[config.mk]
export PLATFORM = sky130hd
export DESIGN_NAME = aes_ctr_sync_manager
export DESIGN_NICKNAME = d
export VERILOG_FILES = /design/src/rtl/aes_ctr_sync_manager.sv
export SDC_FILE = /design/constraint.sdc
export NUM_CORES = 2
export LEC_CHECK = 0
export CORE_MARGIN = 8
export CORE_UTILIZATION = 30
export DETAILED_ROUTE_END_ITERATION = 10
export PLACE_DENSITY = 0.46
export SLEW_MARGIN = 20
export SYNTH_ARGS = -nofsm -noshare
export SYNTH_HDL_FRONTEND = slang
export SYNTH_SLANG_ARGS = --single-unit
[constraint.sdc]
create_clock -name clk -period 15.7 [get_ports clk]
set_input_delay 3.925 -clock clk [delete_from_list [all_inputs] [get_ports clk]]
set_output_delay 3.925 -clock clk [all_outputs]
set_load 0.01 [all_outputs]
[src/rtl/aes_ctr_sync_manager.sv]
// Counter-block sequencer for AES-CTR across several independent channels.
// Each channel pairs an active key/counter with a shadow slot that holds the next key/sync.
module aes_ctr_sync_manager #(
   parameter int  NUM_CH  = 4,
   parameter int  BLOCK_W = 128,
   parameter int  CTR_W   = 32,
   localparam int CW      = (NUM_CH > 1) ? $clog2(NUM_CH) : 1
) (
   input  logic               clk,
   input  logic               rst,
   input  logic               load_vld,
   output logic               load_rdy,
   input  logic [CW-1:0]      load_ch,
   input  logic [BLOCK_W-1:0] load_key,
   input  logic [BLOCK_W-1:0] load_sync,
   input  logic               req_vld,
   input  logic [CW-1:0]      req_ch,
   output logic               req_rdy,
   output logic               out_vld,
   input  logic               out_rdy,
   output logic [CW-1:0]      out_ch,
   output logic [BLOCK_W-1:0] out_key,
   output logic [BLOCK_W-1:0] out_ctr_blk,
   output logic [NUM_CH-1:0]  ch_active,
   output logic [NUM_CH-1:0]  sync_req,
   output logic [NUM_CH-1:0]  sync_overlapse_irq,
   input  logic [NUM_CH-1:0]  irq_clr
);

   typedef enum logic [1:0] {ST_EMPTY, ST_ACTIVE, ST_EXHAUSTED} ch_state_t;

   // The shift overflows to zero when CTR_W == BLOCK_W, so the mask becomes all ones.
   localparam logic [BLOCK_W-1:0] ONE      = BLOCK_W'(1);
   localparam logic [BLOCK_W-1:0] CTR_MASK = (ONE << CTR_W) - ONE;

   ch_state_t          state_q   [NUM_CH];
   logic [BLOCK_W-1:0] key_q     [NUM_CH];
   logic [BLOCK_W-1:0] blk_q     [NUM_CH];
   logic [BLOCK_W-1:0] start_q   [NUM_CH];
   logic [BLOCK_W-1:0] sh_key_q  [NUM_CH];
   logic [BLOCK_W-1:0] sh_sync_q [NUM_CH];
   logic [NUM_CH-1:0]  sh_vld_q;
   logic [NUM_CH-1:0]  irq_q;

   logic               load_in_range;
   logic               req_in_range;
   logic               req_wrap;
   logic [BLOCK_W-1:0] req_blk;
   logic [BLOCK_W-1:0] req_blk_nxt;
   logic [NUM_CH-1:0]  irq_set;

   // The active block keeps nonce and counter together; only the masked low field increments.
   always_comb begin
      load_in_range = 32'(load_ch) < 32'(NUM_CH);
      req_in_range  = 32'(req_ch) < 32'(NUM_CH);
      load_rdy      = load_in_range && !sh_vld_q[load_ch];
      req_blk       = blk_q[req_ch];
      req_blk_nxt   = (req_blk & ~CTR_MASK) | ((req_blk + ONE) & CTR_MASK);
      req_wrap      = (req_blk_nxt & CTR_MASK) == start_q[req_ch];
      req_rdy       = req_vld && req_in_range && (state_q[req_ch] == ST_ACTIVE)
                      && (!out_vld || out_rdy);
      irq_set       = '0;
      if (req_rdy && req_wrap) begin
         irq_set[req_ch] = 1'b1;
      end
      ch_active = '0;
      for (int i = 0; i < NUM_CH; i++) begin
         ch_active[i] = (state_q[i] == ST_ACTIVE);
      end
      sync_req           = ~sh_vld_q;
      sync_overlapse_irq = irq_q;
   end

   always_ff @(posedge clk) begin
      if (rst) begin
         for (int i = 0; i < NUM_CH; i++) begin
            state_q[i]   <= ST_EMPTY;
            key_q[i]     <= '0;
            blk_q[i]     <= '0;
            start_q[i]   <= '0;
            sh_key_q[i]  <= '0;
            sh_sync_q[i] <= '0;
         end
         sh_vld_q    <= '0;
         irq_q       <= '0;
         out_vld     <= 1'b0;
         out_ch      <= '0;
         out_key     <= '0;
         out_ctr_blk <= '0;
      end else begin
         // Promotion looks only at registered shadow_vld, so a fresh load waits one extra edge.
         for (int i = 0; i < NUM_CH; i++) begin
            if (state_q[i] != ST_ACTIVE && sh_vld_q[i]) begin
               key_q[i]    <= sh_key_q[i];
               blk_q[i]    <= sh_sync_q[i];
               start_q[i]  <= sh_sync_q[i] & CTR_MASK;
               state_q[i]  <= ST_ACTIVE;
               sh_vld_q[i] <= 1'b0;
            end
         end
         if (load_vld && load_rdy) begin
            sh_key_q[load_ch]  <= load_key;
            sh_sync_q[load_ch] <= load_sync;
            sh_vld_q[load_ch]  <= 1'b1;
         end
         if (req_rdy) begin
            blk_q[req_ch] <= req_blk_nxt;
            if (req_wrap) begin
               state_q[req_ch] <= ST_EXHAUSTED;
            end
            out_vld     <= 1'b1;
            out_ch      <= req_ch;
            out_key     <= key_q[req_ch];
            out_ctr_blk <= req_blk;
         end else if (out_rdy) begin
            out_vld <= 1'b0;
         end
         irq_q <= (irq_q & ~irq_clr) | irq_set;
      end
   end

endmodule

Yosys cells after proc, flatten, opt, wreduce, memory -nomap -nowiden --
Memory sizes are Yosys's and may differ from the RTL's. A register that Yosys moved wholly into a read port is not among the register bits. Cells that the tools add are included.
Cells by class: add/sub/neg operators 1, order comparisons 4, equal/unequal tests 10, muxes and demuxes 64, bitwise gates (word level) 22, reduce and logical (&&, ||, !) cells 16
Operators by type and width (number):
- two-way mux 128 bit | 10
- OR reduction 128 bit | 2
- == test 32 x 128 -> 1 bit | 1
- two-way mux 32 bit | 4
- bitwise OR 128 x 32 -> 128 bit | 1
- two-way mux 1 bit | 39
- adder 32 x 1 -> 32 bit (second input constant) | 1
- bitwise OR 1 bit | 16
- two-way mux 2 bit | 6
- == test 2 x 1 -> 1 bit (second input constant) | 5
- logical AND 1 bit | 10
- two-way mux 4 bit | 2
- != test 2 x 1 -> 1 bit (second input constant) | 4
- NOT 4 bit | 2
- bitwise OR 4 bit | 2
- < comparator 2 x 3 -> 1 bit (second input constant) | 2
- bitwise AND 4 bit | 1
- demux 1 bit (select 2 bit) | 2
- >= comparator 2 x 1 -> 1 bit (second input constant) | 2
- binary-select mux 1 bit (select 2 bit) | 1
- zero test 1 bit | 2
- nonzero test 2 bit | 1
- logical OR 1 bit | 1
Storage, ports and cells: register bits 139, RAM bits 2184, input bits 269, output and inout port bits 273, logic and storage cells 128, memories kept 6
Memory list:
- blk_q | depth 4, width 128, rd ports 1, clocked after Yosys merged registers in 0, wr ports 5, line 38 | logic [BLOCK_W-1:0] blk_q [NUM_CH];
- key_q | depth 4, width 128, rd ports 1, clocked after Yosys merged registers in 1, wr ports 4, line 37 | logic [BLOCK_W-1:0] key_q [NUM_CH];
- sh_key_q | depth 4, width 128, rd ports 4, clocked after Yosys merged registers in 0, wr ports 4, line 40 | logic [BLOCK_W-1:0] sh_key_q [NUM_CH];
- sh_sync_q | depth 4, width 128, rd ports 4, clocked after Yosys merged registers in 0, wr ports 4, line 41 | logic [BLOCK_W-1:0] sh_sync_q [NUM_CH];
- start_q | depth 4, width 32, rd ports 1, clocked after Yosys merged registers in 0, wr ports 4, line 39 | logic [BLOCK_W-1:0] start_q [NUM_CH];
- state_q | depth 4, width 2, rd ports 5, clocked after Yosys merged registers in 0, wr ports 5, line 36 | ch_state_t state_q [NUM_CH];

Longest topological paths before layout --
word-level depth 9, gate-level depth with buffers 13, depth with buffers taken out 11

Worst setup path before layout --
No wires, ideal clock.
kind input to register, start in rst, end mem sh_key_q[3][0], enable pin, library setup time 0.663 ns, data arrival time 10.305 ns, required time 15.037 ns, setup slack 4.732 ns, stages 3, path buffers 2, cells stage by stage buf_6 > buf_4 > nand2b_1
RTL lines:
- from (decl) | line 10 | input logic rst,
- to (decl) | line 40

Worst setup path in the final report --
start in req_ch[1], end out req_rdy
On the way: word-level cells in the longest chain between the ends 4
RTL lines:
- from (decl) | line 17 | input logic [CW-1:0] req_ch,
- memory read (4 x 2 bit)
- == test 2 x 1 -> 1 bit | line 60 | req_rdy = req_vld && req_in_range && (state_q[req_ch] == ST_ACTIVE)
- logical AND 1 bit | line 60
- logical AND 1 bit | line 61 | && (!out_vld || out_rdy);
- to (decl) | line 18 | output logic req_rdy,
No other way between the ends.

==> metrics.csv <==
stage,metric,value,unit
floorplan,die-area,350000,sq um
worst_setup_path,rr_worst_depth,10,
detailed_routing,num_vias,57800,
clocking,post_cts_buffers,0,
clocking,cts.sinks,2451,
outcome,status,completed,
worst_setup_path,end_kind,output port,
worst_setup_path,required,11.77,ns
logic_synthesis,ys_ff_latch,2451,
power_and_ir_drop,finalPower,0.0148,W
hold_path,hp-start,state_q[2][1],
global_routing,grt.overflow.total,0,
logic_synthesis,syn-num-nets,6752,
global_routing,grt_max_degree,144,
detailed_routing,drtIter0Drc,4587,
sta,skew,0.0420,ns
sta,fmax,94.5,MHz
detailed_routing,routedWlPerCell,28.3,microns
finish,layout_common_cells,"edfxtp_1 (2176), and2_1 (903), and3_1 (773), nand2_1 (546), clkdlybuf4s50_1 (538)",
detailed_routing,routed_wl,326000,microns
sta,hold_violations,0,
worst_setup_path,reg2reg_setup_slack,10.59,ns
logic_synthesis,synth-edff-count,2176,
sta,tns,0,ns
hold_path,hp-class,reg -> reg,
sta,drv_slew,0,
finish,final_common_cell,edfxtp_1,
sta,setup_viol,0,
placement,globalplace.congestion,0.733,
clocking,cts.clk_slew.worst_paths,0.06,ns
sta,post-route-min-period,10.58,ns
hold_path,hold_end,state_q[2][1],
worst_setup_path,r2r_end,blk_q[0][114],
finish,final_area,118000,sq um
global_routing,grt_use_met2,31.0,%
sta,rsz0062_at_grt,false,
worst_setup_path,critPathMaxFanout,74,
placement,io_buffers,541,
logic_synthesis,yosys_warnings,0,
floorplan,row_count,211,
finish,fin_cells,11500,
logic_synthesis,yosys.area.top_type,edfxtp_1,
global_routing,grt_usage,18.0,%
clocking,cts_resized,0,
logic_synthesis,synth_area,99400,sq um
clocking,clk_latency,0.88,ns
finish,final_util,35.9,%
clocking,cts_made_buffers,287,
detailed_routing,drt_pass1_iterations,7,
detailed_routing,drc,0,
worst_setup_path,crit_path_start_kind,primary input,
floorplan,initial_core_util,30.1,%
power_and_ir_drop,ir_drop,0.0000681,V
clocking,cts_hold_repair.buffers,0,
sta,worstMarginPinSlew,1.18,ns
power_and_ir_drop,power_leakage,43.8,nW
placement,placed_cells,11000,
hold_path,worstHoldPathCells,2,
logic_synthesis,avgSynthCellArea,15.3,sq um
worst_setup_path,rr_startpoint,state_q[3][0],
sta,maxSlewHeadroom,21.3,%
logic_synthesis,yosysUniqueCellTypes,63,
global_routing,grt_pass1_vias,59700,
logic_synthesis,syn_inst,6482,
detailed_routing,drtAntennaViolNets,0,
finish,final_nets,7170,
logic_synthesis,synthFlopType,edfxtp_1,
finish,drive_gt1_share,11.3,%
placement,dp_hpwl,174000,microns
floorplan,core_area,330000,sq um
sta,fin_crit_sh,67.4,%
finish,synthToLayoutAreaGrowth,19.1,%
global_routing,grt_util_met3,3.87,%
logic_synthesis,synth_top_area_share,65.7,%
clocking,cts_root_buf,clkbuf_16,
global_routing,grt_pass1_wl,457000,microns
worst_setup_path,critPathKind,in -> out,
clocking,cts.path.max_buffers,4,
logic_synthesis,yosysSeqAreaShare,71.2,%
job,maxCapViolations,0,
floorplan,pin_count,542,
global_routing,use_met1,23.6,%
power_and_ir_drop,powerDensity,125,nW/um^2
clocking,cts_tree,yes,
floorplan,die_y,592,microns
worst_setup_path,cp.arrival,6.65,ns
floorplan,die_x,592,microns
global_routing,grt-busiest-layer,met2,
detailed_routing,viasPerCell,5.01,
global_routing,antenna_found_initial,98,
clocking,htree_levels,5,
logic_synthesis,async_reset_ff_share,0,%
placement,place_area,109000,sq um
logic_synthesis,synthTopCellsByArea,"edfxtp_1 (66%), mux4_2 (6.1%), and2_1 (5.7%)",
cells in the mapped netlist, types with 13 or more instances:
cell	count
nand2b_1	13
xor2_1	27
o21bai_1	127
and3_1	774
clkbuf_1	452
xnor2_1	38
inv_1	13
and2_1	905
a21oi_1	263
nand3_1	13
nor2_1	18
buf_2	31
nand4_1	19
edfxtp_1	2176
mux4_2	268
buf_1	23
nand2_1	550
a22o_1	384
dfxtp_1	275
mux4_1	21
critical path, cell delays in order:
cell,delay [ns]
buf_8,0.41
mux4_2,0.40
nand3_4,0.52
inv_8,0.70
clkdlybuf4s50_1,0.66
routing by layer:
metal / wire [microns] / vias up / share of wire (%)
li1: - / 25400 / -
met1: 139000 / 30100 / 43
met2: 159000 / 1789 / 49
met3: 21500 / 481 / 6.6
met4: 5970 / 44 / 1.8
met5: 272 / - / 0.083
power breakdown:
group / switching [W] / leakage (nW) / internal, W
combinational: 0.000615 / 14.5 / 0.000287
sequential: 0.0000739 / 24.9 / 0.00742
clock: 0.00275 / 4.36 / 0.00368
metrics by stage:
step	setup slack, ns	hold WS (ns)
after global placement	5.08	0.432
after CTS	5.07	0.450
after floorplan	4.73	0.415
after global routing	4.96	0.473
final	5.12	0.452
after detailed placement	5.07	0.439
area by class of cell:
class	count	area, sq um
Timing Repair Buffer	651	6430
Sequential cell	2451	70800
Tap cell	4366	5460
Antenna cell	32	80.1
Multi-Input combinational cell	3495	26600
Fill cell	31300	212000
Clock buffer	400	7830
Inverter	14	90.1
Clock inverter	124	1140
how the worst max path moves through the flow:
stage / cells past startpoint / startpoint / slack, ns / to
finish: 5 / req_ch[1] / 5.12 / req_rdy
global route: 5 / req_ch[1] / 4.96 / req_rdy
CTS: 5 / req_ch[1] / 5.07 / req_rdy
detailed placement: 5 / req_ch[1] / 5.07 / req_rdy
global placement: 5 / req_ch[1] / 5.08 / req_rdy
floorplan: 3 / rst / 4.73 / sh_key_q[3][0]
sequential cells by signal, summed over array words and instances (netlist names):
signal and cells:
sh_vld_q 4, start_q 128, sh_key_q 512, out_ctr_blk 128, state_q 8, key_q 512, out_vld 1, sh_sync_q 512
out_ch 2, blk_q 512, out_key 128, sync_overlapse_irq 4
cell families (layout without fill, tap and decap cells):
| group | Yosys count | after routing | synth area share [%] |
|---|---|---|---|
| other | 0 | 32 | 0 |
| buffers and inverters | 536 | 1189 | 2.18 |
| muxes | 292 | 292 | 6.67 |
| xor gates and xnor gates | 71 | 71 | 0.715 |
| adders and majority gates | 1 | 1 | 0.0126 |
| and+or+nand+nor | 2342 | 2342 | 13.4 |
| AOI/OAI and AO/OA | 789 | 789 | 5.77 |
| DFF | 2451 | 2451 | 71.2 |
No activity file was read; power rests on OpenSTA's default activity.
